--- src/rtl/router_pkg.sv ---
// Shared router constants, arbiter state type and one-hot/index helpers.
package router_pkg;

  localparam int NPORTS = 16;
  localparam int PTR_W  = 4;

  typedef enum logic [1:0] {
    IDLE    = 2'd0,
    GRANT   = 2'd1,
    RELEASE = 2'd2
  } arb_state_t;

  function automatic logic [NPORTS-1:0] to_onehot(input logic [PTR_W-1:0] idx);
    return NPORTS'(1) << idx;
  endfunction

  // Assumes at most one bit set; zero maps to index 0.
  function automatic logic [PTR_W-1:0] to_index(input logic [NPORTS-1:0] oh);
    logic [PTR_W-1:0] idx;
    idx = '0;
    for (int i = 0; i < NPORTS; i++) begin
      if (oh[i]) idx = idx | PTR_W'(i);
    end
    return idx;
  endfunction

endpackage

--- src/rtl/output_port_arbiter_if.sv ---
// Request/grant/data bundle between the input-port FSMs and one output arbiter.
interface output_port_arbiter_if;
  import router_pkg::*;

  logic [NPORTS-1:0] req_in;
  logic [NPORTS-1:0] din_in;
  logic [NPORTS-1:0] data_enable_in;
  logic [NPORTS-1:0] grant_out;
  logic              busy_out;
  logic              dout_out;
  logic              valido_n_out;

  modport master (
    output req_in, din_in, data_enable_in,
    input  grant_out, busy_out, dout_out, valido_n_out
  );

  modport slave (
    input  req_in, din_in, data_enable_in,
    output grant_out, busy_out, dout_out, valido_n_out
  );
endinterface

--- src/rtl/rr_priority_pick.sv ---
// Rotating-priority picker: rotate requests by rr_ptr, take lowest set bit, un-rotate.
module rr_priority_pick
  import router_pkg::*;
(
  input  logic [NPORTS-1:0] req,
  input  logic [PTR_W-1:0]  rr_ptr,
  output logic              found,
  output logic [PTR_W-1:0]  winner
);

  logic [NPORTS-1:0] rot;
  logic [NPORTS-1:0] lowest;

  always_comb begin
    rot    = NPORTS'({req, req} >> rr_ptr);
    lowest = rot & (~rot + NPORTS'(1));
    found  = |req;
    winner = to_index(lowest) + rr_ptr;
  end

endmodule

--- src/rtl/output_port_arbiter.sv ---
// Per-output round-robin arbiter with registered serial data mux.
//   state   | meaning
//   IDLE    | no owner, arbitrate among requests from rr_ptr
//   GRANT   | owner holds the port, its data is forwarded
//   RELEASE | one-cycle turnaround, grant low, still busy
module output_port_arbiter
  import router_pkg::*;
(
  input  logic                  clk,
  input  logic                  reset_n,
  output_port_arbiter_if.slave  bus
);

  arb_state_t        state_q, state_d;
  logic [PTR_W-1:0]  owner_q, owner_d;
  logic [PTR_W-1:0]  rr_ptr_q, rr_ptr_d;
  logic [NPORTS-1:0] grant_q, grant_d;
  logic              busy_q, busy_d;
  logic              dout_q, dout_d;
  logic              valid_n_q, valid_n_d;

  logic              found;
  logic [PTR_W-1:0]  winner;

  rr_priority_pick u_pick (
    .req    (bus.req_in),
    .rr_ptr (rr_ptr_q),
    .found  (found),
    .winner (winner)
  );

  always_comb begin
    state_d   = state_q;
    owner_d   = owner_q;
    rr_ptr_d  = rr_ptr_q;
    grant_d   = grant_q;
    busy_d    = busy_q;
    dout_d    = 1'b0;
    valid_n_d = 1'b1;

    unique case (state_q)
      IDLE: begin
        busy_d  = 1'b0;
        grant_d = '0;
        if (found) begin
          owner_d = winner;
          grant_d = to_onehot(winner);
          busy_d  = 1'b1;
          state_d = GRANT;
        end
      end
      GRANT: begin
        dout_d    = bus.din_in[owner_q];
        valid_n_d = ~bus.data_enable_in[owner_q];
        if (!bus.req_in[owner_q]) begin
          grant_d  = '0;
          rr_ptr_d = owner_q + PTR_W'(1);
          state_d  = RELEASE;
        end
      end
      RELEASE: begin
        grant_d = '0;
        busy_d  = 1'b0;
        state_d = IDLE;
      end
      default: begin
        grant_d = '0;
        busy_d  = 1'b0;
        state_d = IDLE;
      end
    endcase
  end

  always_ff @(posedge clk) begin
    if (!reset_n) begin
      state_q   <= IDLE;
      owner_q   <= '0;
      rr_ptr_q  <= '0;
      grant_q   <= '0;
      busy_q    <= 1'b0;
      dout_q    <= 1'b0;
      valid_n_q <= 1'b1;
    end else begin
      state_q   <= state_d;
      owner_q   <= owner_d;
      rr_ptr_q  <= rr_ptr_d;
      grant_q   <= grant_d;
      busy_q    <= busy_d;
      dout_q    <= dout_d;
      valid_n_q <= valid_n_d;
    end
  end

  assign bus.grant_out    = grant_q;
  assign bus.busy_out     = busy_q;
  assign bus.dout_out     = dout_q;
  assign bus.valido_n_out = valid_n_q;

endmodule
--- src/flat_wrapper.sv ---
// flat-port wrapper written by rule: the top's interface ports become plain ports
module output_port_arbiter_flat import router_pkg::*;
  (clk, reset_n, bus_req_in, bus_din_in, bus_data_enable_in, bus_grant_out, bus_busy_out, bus_dout_out, bus_valido_n_out);
  output_port_arbiter_if bus_i ();
  input  logic clk;
  input  logic reset_n;
  input wire logic [$bits(bus_i.req_in)-1:0] bus_req_in;
  input wire logic [$bits(bus_i.din_in)-1:0] bus_din_in;
  input wire logic [$bits(bus_i.data_enable_in)-1:0] bus_data_enable_in;
  output wire logic [$bits(bus_i.grant_out)-1:0] bus_grant_out;
  output wire logic [$bits(bus_i.busy_out)-1:0] bus_busy_out;
  output wire logic [$bits(bus_i.dout_out)-1:0] bus_dout_out;
  output wire logic [$bits(bus_i.valido_n_out)-1:0] bus_valido_n_out;
  assign bus_i.req_in = bus_req_in;
  assign bus_i.din_in = bus_din_in;
  assign bus_i.data_enable_in = bus_data_enable_in;
  assign bus_grant_out = bus_i.grant_out;
  assign bus_busy_out = bus_i.busy_out;
  assign bus_dout_out = bus_i.dout_out;
  assign bus_valido_n_out = bus_i.valido_n_out;
  output_port_arbiter u_core (.clk(clk), .reset_n(reset_n), .bus(bus_i));
endmodule
--- config.mk ---
export PLATFORM = sky130hd
export DESIGN_NAME = output_port_arbiter_flat
export DESIGN_NICKNAME = d
export VERILOG_FILES = /design/src/rtl/router_pkg.sv /design/src/rtl/output_port_arbiter_if.sv /design/src/rtl/rr_priority_pick.sv /design/src/rtl/output_port_arbiter.sv /design/src/flat_wrapper.sv
export SDC_FILE = /design/constraint.sdc
export NUM_CORES = 1
export LEC_CHECK = 0
export ABC_AREA = 0
export BUFFER_PORTS_ARGS = -buffer_cell sky130_fd_sc_hd__buf_2
export CORE_MARGIN = 2
export CORE_UTILIZATION = 59
export CTS_BUF_LIST = sky130_fd_sc_hd__clkbuf_16
export CTS_CLUSTER_SIZE = 40
export DETAILED_ROUTE_END_ITERATION = 7
export PLACE_DENSITY = 0.87
export SLEW_MARGIN = 5
export SYNTH_ARGS = -nofsm -noshare
export SYNTH_HDL_FRONTEND = slang
export SYNTH_SLANG_ARGS = --single-unit
--- constraint.sdc ---
create_clock -name clk -period 7.75 [get_ports clk]
set_input_delay 0.775 -clock clk [delete_from_list [all_inputs] [get_ports clk]]
set_output_delay 0.775 -clock clk [all_outputs]
set_load 0.02 [all_outputs]
After elaboration in Yosys (flattened, before gate mapping):

Index checks and enable logic that the tools add are counted.

* register bits: 29
* bits of input ports: 50
* output and inout bits: 19
* word-level logic and storage cells: 55

* add/subtract/negate cells: 3
* order comparisons: 1
* eq/ne operators: 3
* shift-type cells: 2
* muxes and demuxes: 29
* bitwise gates (word level): 4
* reduce and logical (&&, ||, !) cells: 6

Operators with widths (count)
* 16-bit two-way mux: 2
* 4-bit two-way mux: 8
* 16-bit one-hot mux with 2 select lines: 1
* 32-bit by 4-bit right shift with 16-bit output: 1
* 16-bit by 1-bit adder with 16-bit output (second input constant): 1
* 16-bit bitwise AND: 1
* 16-bit NOT: 1
* 16-bit OR reduction: 1
* 1-bit by 4-bit left shift with 16-bit output (first input constant): 1
* 1-bit binary-select mux with 4-bit select: 3
* 3-bit two-way mux: 4
* 2-bit two-way mux: 4
* 2-bit AND reduction: 4
* 4-bit by 5-bit < comparator with 1-bit output (second input constant): 1
* 1-bit two-way mux: 5
* 4-bit by 1-bit adder with 4-bit output (second input constant): 1
* 4-bit adder: 1
* 2-bit one-hot mux with 2 select lines: 1
* 2-bit by 1-bit equality test with 1-bit output (second input constant): 1
* 2-bit zero test: 1
* 2-bit by 1-bit inequality test with 1-bit output (second input constant): 1
* 2-bit inequality test (second input constant): 1
* 1-bit NOT: 2
* 1-bit one-hot mux with 2 select lines: 1

Longest topological paths before layout:

* word-level depth: 23
* mapped depth: 17

By module:

Synthesis repeated with hierarchy kept, for this count alone.

* cell total of the unflattened synthesis: 311
* area total of the unflattened synthesis: 3064.2 µm²

Modules (own cells, without submodules)
* output_port_arbiter: times used 1, cells each 140, area each 1570.3 µm², seq. area each 580.6 µm²
* rr_priority_pick: times used 1, cells each 171, area each 1493.9 µm², seq. area each 0.0 µm²

Least setup slack after synthesis:

No wires, ideal clock.

* kind: input -> register
* start point: input bus_req_in[14]
* end point: register u_core.grant_q[13] (netlist: u_core.bus.grant_out[13])
* setup time: 87 ps
* data arrival time: 4062 ps
* setup slack: 3601 ps
* stages on the path: 14
* buffers on the path: 1
* cells stage by stage: mux4_2 > and2_1 > a211o_1 > o32a_1 > or3_4 > a2111oi_0 > a311o_1 > ha_1 > a21o_1 > a21oi_1 > xnor2_1 > xnor2_4 > buf_6 > o31ai_1

* word-level cells in the longest chain between the ends: 23

Ends and longest elaborated chain
* start: declaration: RTL line flat_wrapper.sv:7 `input wire logic [$bits(bus_i.req_in)-1:0] bus_req_in;`
* 32-bit by 4-bit right shift with 16-bit output: RTL line rr_priority_pick.sv:15 `rot = NPORTS'({req, req} >> rr_ptr);`
* 16-bit NOT: RTL line rr_priority_pick.sv:16 `lowest = rot & (~rot + NPORTS'(1));`
* 16-bit by 1-bit adder with 16-bit output: RTL line rr_priority_pick.sv:16
* 16-bit bitwise AND: RTL line rr_priority_pick.sv:16
* 1-bit two-way mux: RTL line router_pkg.sv:22 `if (oh[i]) idx = idx | PTR_W'(i);`
* 2-bit two-way mux (2 in a row): RTL line router_pkg.sv:22
* 3-bit two-way mux (4 in a row): RTL line router_pkg.sv:22
* 4-bit two-way mux (8 in a row): RTL line router_pkg.sv:22
* 4-bit adder: RTL line rr_priority_pick.sv:18 `winner = to_index(lowest) + rr_ptr;`
* 1-bit by 4-bit left shift with 16-bit output: RTL line router_pkg.sv:14 `return NPORTS'(1) << idx;`
* 16-bit two-way mux: RTL line output_port_arbiter.sv:45 `if (found) begin`
* 16-bit one-hot mux with 2 select lines: RTL line output_port_arbiter.sv:41 `unique case (state_q)`
* end signal: assignment: RTL line output_port_arbiter.sv:87 `grant_q <= grant_d;`
* end: declaration: RTL line output_port_arbiter.sv:17 `logic [NPORTS-1:0] grant_q, grant_d;`

Several ways; a longest one is shown, not always the timed one. The select of a mux whose other input is x is not followed.
A chain may end at the register's enable or synchronous reset.

Final worst setup path:

* start point: register u_core.rr_ptr_q[2]
* end point: register u_core.grant_q[14] (netlist: u_core.bus.grant_out[14])

* word-level cells in the longest chain between the ends: 23

Ends and longest elaborated chain
* start: declaration: RTL line output_port_arbiter.sv:16 `logic [PTR_W-1:0] rr_ptr_q, rr_ptr_d;`
* start signal: assignment: RTL line output_port_arbiter.sv:86 `rr_ptr_q <= rr_ptr_d;`
* 32-bit by 4-bit right shift with 16-bit output: RTL line rr_priority_pick.sv:15
* 16-bit NOT: RTL line rr_priority_pick.sv:16
* 16-bit by 1-bit adder with 16-bit output: RTL line rr_priority_pick.sv:16
* 16-bit bitwise AND: RTL line rr_priority_pick.sv:16
* 1-bit two-way mux: RTL line router_pkg.sv:22
* 2-bit two-way mux (2 in a row): RTL line router_pkg.sv:22
* 3-bit two-way mux (4 in a row): RTL line router_pkg.sv:22
* 4-bit two-way mux (8 in a row): RTL line router_pkg.sv:22
* 4-bit adder (*): RTL line rr_priority_pick.sv:18
* 1-bit by 4-bit left shift with 16-bit output (*): RTL line router_pkg.sv:14
* 16-bit two-way mux (*): RTL line output_port_arbiter.sv:45
* 16-bit one-hot mux with 2 select lines (*): RTL line output_port_arbiter.sv:41

Mark *: on every way between the ends. The rest lies on a longest branch, timed or not.

==> flow_summary_export.csv <==
group,metric,value,unit
yosys,synthesis.yosys.warnings,0,
pwr,p_clk_share,14.6,%
min_path,holdCritPathClass,"flip-flop to flip-flop",
timing,fmax,212,MHz
cts,worst_skew_pair.late_latency,0.27,ns
cts,clock_tree.root_cell,"sky130_fd_sc_hd__clkbuf_16",
timing,drv_slew,0,
drt,detail_route.first_pass.iterations,5,
cells_and_area,nFillCells,319,
yosys,syn_inst,275,
timing,final.min_clock_period,4.71,ns
yosys,yosys-mux-area-fraction,37.5,%
yosys,seq_area_frac_synth,20.5,%
drt,avgViaCountPerCell,6.96,
drt,antenna_left,0,
die,die_area,5360,sq um
die,num_io_pins,69,
critical_path,cpMaxStageDelayCell,"sky130_fd_sc_hd__dfxtp_1",
die,starting_density_of_the_core,60.6,%
critical_path,timing.critical_path.from,"u_core.rr_ptr_q[2]$_SDFFE_PN0P_",
drt,vias,2678,
flow_run,timing.max_cap.violations,0,
cells_and_area,nNetsFinal,386,
pwr,cellPowerDensity,365,nW/um^2
critical_path,crit_path_start_kind,"flip-flop",
min_path,min-delay-start,"u_core.bus.busy_out$_SDFFE_PN0N_",
timing,timing.final.hold_violations,0,
timing,worst_clock_skew,0.00227,ns
yosys,ys_ff_latch,29,
cts,cts_sinks,29,
placement,gpl.final_weighted_congestion,0.860,
die,rows,25,
placement,io_buffer_count,68,
timing,timing.final.setup_violations,0,
pwr,combPwrFrac,64.5,%
placement,place_worst_setup_slack,3.08,ns
drt,avg_wl_per_cell,19.4,um
die,chipWidth,73.2,um
timing,slew_headroom,33.4,%
global_route,first_global_vias,2593,
timing,finalCritPeriodShare,60.7,%
critical_path,criticalPathCategory,"flip-flop to flip-flop",
critical_path,worst_path_largest_cell_delay,0.97,ns
cts,postCtsSetupRepairBufs,0,
pwr,vdd_ir_drop_max,0.210,mV
cts,tritoncts,"built",
yosys,synth_area_in_xor_xnor,2.21,%
critical_path,timing.critical_path.arrival,4.87,ns
cells_and_area,post-route-util,70.3,%
critical_path,highest_fanout_seen_on_the_critical_path,24,
global_route,overflow_left_after_global_routing,0,
yosys,ys_async_sr_fraction,0,%
drt,routed_wl,7490,um
pwr,switching_share,46.5,%
critical_path,timing.critical_path.to_type,"flip-flop",
timing,tightestPinTransition,0.997,ns
cells_and_area,antenna-diode-count,0,
timing,setup_ws,3.04,ns
cts,cts_hold_repair.buffers,0,
yosys,synthesis.area,2830,sq um
yosys,synth_top_family_by_area,"multiplexers",
placement,hpwl_dp,5450,um
critical_path,r2r_start,"u_core.rr_ptr_q[2]$_SDFFE_PN0P_",
pwr,p_sw,0.000557,W
die,core_area,4660,sq um
yosys,yosysUniqueCellTypes,55,
global_route,global_route_wire_length_before_repair,12400,um
critical_path,worstPathRequired,7.91,ns
cts,tritoncts.num_buffers,5,
pwr,cellLeakagePower,1.33,nW
cells_and_area,area.growth.synth_to_final,16.0,%
yosys,dominantRegCellSynth,"sky130_fd_sc_hd__dfxtp_1",
yosys,synth_edf_count,0,
pwr,internal-power,0.000641,W
drt,remaining_drc_errors,0,
critical_path,critical_path.cell_chain,"mux2_2 > a222oi_1 > a22oi_1 > or2_2 > o31a_1 > o22a_1 > o32ai_1 > a21o_1 > ha_1 > a21o_1 > a21oi_1 > xnor2_1 > xnor2_4 > o41ai_1",
yosys,mappedNetlistNets,330,
cts,number_of_buffers_on_the_longest_clock_path,2,
critical_path,timing.reg2reg.setup_slack,3.04,ns
global_route,pin_count_of_the_biggest_net_entering_global_routing,28,
outcome,status,"finished, final reports clean",
cells_and_area,post_route_cells_drive_above_1_share,38.7,%
timing,setup_repair_after_global_routing_missed_its_margin,"false",
global_route,antenna_found_initial,0,
critical_path,worst_path_most_repeated_cell,"sky130_fd_sc_hd__a21o_1",
pwr,seqPwrFrac,20.9,%
yosys,adder_and_majority_gate_portion_of_the_synthesized_area,2.48,%
yosys,synth_compound_area_share,17.6,%
yosys,synth_simple_gate_area_share,14.9,%
yosys,synth_area_per_cell,10.3,sq um
die,dieHeight,73.2,um
cts,clk_pin_slew_worst_paths,0.05,ns
cts,htree_levels,2,
drt,first_iter_violations,266,
global_route,grt.total_usage,30.0,%
cts,post_cts_resized,0,
timing,fin_setup_tns,0,ns
==> Yosys cell counts, types with 2 or more instances <==
master	instances	area share, %
sky130_fd_sc_hd__a211o_1	2	0.62
sky130_fd_sc_hd__a21o_1	4	1.1
sky130_fd_sc_hd__a21oi_1	9	1.6
sky130_fd_sc_hd__a221oi_1	3	0.93
sky130_fd_sc_hd__a222oi_1	2	0.71
sky130_fd_sc_hd__a22o_1	8	2.5
sky130_fd_sc_hd__a311o_1	2	0.71
sky130_fd_sc_hd__and2_1	6	1.3
sky130_fd_sc_hd__buf_6	3	1.2
sky130_fd_sc_hd__clkbuf_1	16	2.1
sky130_fd_sc_hd__dfxtp_1	29	21
sky130_fd_sc_hd__ha_1	4	1.8
sky130_fd_sc_hd__inv_1	8	1.1
sky130_fd_sc_hd__mux2_2	15	6.0
sky130_fd_sc_hd__mux2i_1	17	6.0
sky130_fd_sc_hd__mux4_2	32	26
sky130_fd_sc_hd__nand2_1	30	4.0
sky130_fd_sc_hd__nand2b_1	3	0.66
sky130_fd_sc_hd__nor2_1	8	1.1
sky130_fd_sc_hd__nor2b_1	7	1.5
sky130_fd_sc_hd__nor3_1	11	1.9
sky130_fd_sc_hd__nor3b_1	5	1.3
sky130_fd_sc_hd__nor4_1	4	0.89
sky130_fd_sc_hd__o211a_1	2	0.71
sky130_fd_sc_hd__o21ai_0	3	0.53
sky130_fd_sc_hd__o31ai_1	5	1.3
sky130_fd_sc_hd__o32a_1	2	0.71
sky130_fd_sc_hd__o32ai_1	2	0.62
sky130_fd_sc_hd__o41ai_1	4	1.2
sky130_fd_sc_hd__or2_2	2	0.44
sky130_fd_sc_hd__xnor2_1	2	0.62
sky130_fd_sc_hd__xor2_1	2	0.62
==> placed cells by master (no fill, tap or decap), drive strengths merged, types with 4 or more instances in the layout <==
cell,instances
buf,70
mux4,32
nand2,30
dfxtp,29
mux2i,17
mux2,15
nor3,11
inv,9
a21oi,9
nor2,8
a22o,8
nor2b,7
and2,6
nor3b,5
o31ai,5
clkbuf,5
a21o,4
nor4,4
o41ai,4
ha,4
==> per-layer routing <==
metal | share of wire (%) | vias to the layer above | track usage, %
met5 | 0 | - | 0
met4 | 2.7 | 0 | 14.0
met3 | 8.1 | 25 | 5.11
met2 | 50 | 159 | 48.4
met1 | 39 | 1282 | 39.3
li1 | - | 1212 | -
==> metrics by stage <==
stage / total power (W) / instances / hold slack (ns) / area [sq um]
floorplan: 0.000846 / 275 / 0.519 / 2830
global placement: 0.000980 / 378 / 0.429 / 3150
detailed placement: 0.00100 / 378 / 0.445 / 3150
CTS: 0.00119 / 385 / 0.456 / 3280
global route: 0.00128 / 385 / 0.478 / 3280
finish: 0.00120 / 385 / 0.450 / 3280
==> final timing paths <==
| kind | end | depth (start not counted) |
|---|---|---|
| max reg2reg | u_core.bus.grant_out[14]$_SDFFE_PN0P_ | 14 |
| min reg2reg | u_core.bus.busy_out$_SDFFE_PN0N_ | 2 |
| max | u_core.bus.grant_out[14]$_SDFFE_PN0P_ | 14 |
| min | u_core.bus.busy_out$_SDFFE_PN0N_ | 2 |
==> power groups by stage <==
stage	clock [W]	sequential [W]	combinational (W)
final	0.000175	0.000250	0.000773
after global routing	0.000185	0.000257	0.000839
after CTS	0.000176	0.000249	0.000761
after detailed placement	0	0.000250	0.000751
after global placement	0	0.000248	0.000732
after floorplan	0	0.000233	0.000613
==> state kept, by name (all words and copies together) (netlist names) <==
name / count
u_core.bus.dout_out: 1
u_core.bus.valido_n_out: 1
u_core.bus.busy_out: 1
u_core.state_q: 2
u_core.bus.grant_out: 16
u_core.rr_ptr_q: 4
u_core.owner_q: 4
==> worst max-delay path, delay by kind of cell (launching register included) <==
kind	cells	cell delay [ns]
AOI/OAI and AO/OA	9	2.08
DFF	1	0.97
xor gates and xnor gates	2	0.49
muxes	1	0.45
and+or+nand+nor	1	0.36
adders and majority gates	1	0.24
==> area by class of cell <==
cell class,count,area (sq um),share of cell area (%)
repair buffers,70,355,10.8
multi-input cells,217,2110,64.4
well taps,54,67.6,2.06
clock inverters,2,7.51,0.229
inverters,8,30.0,0.916
flip-flops and latches,29,581,17.7
clock buffers,5,125,3.82
==> cell families (layout without fill, tap and decap cells) <==
family,Yosys count,in the layout
xor gates and xnor gates,5,5
DFF,29,29
buffers and inverters,29,85
and+or+nand+nor,82,82
AOI/OAI and AO/OA,61,61
muxes,64,64
adders and majority gates,5,5
(Power assumes the default switching activity.)
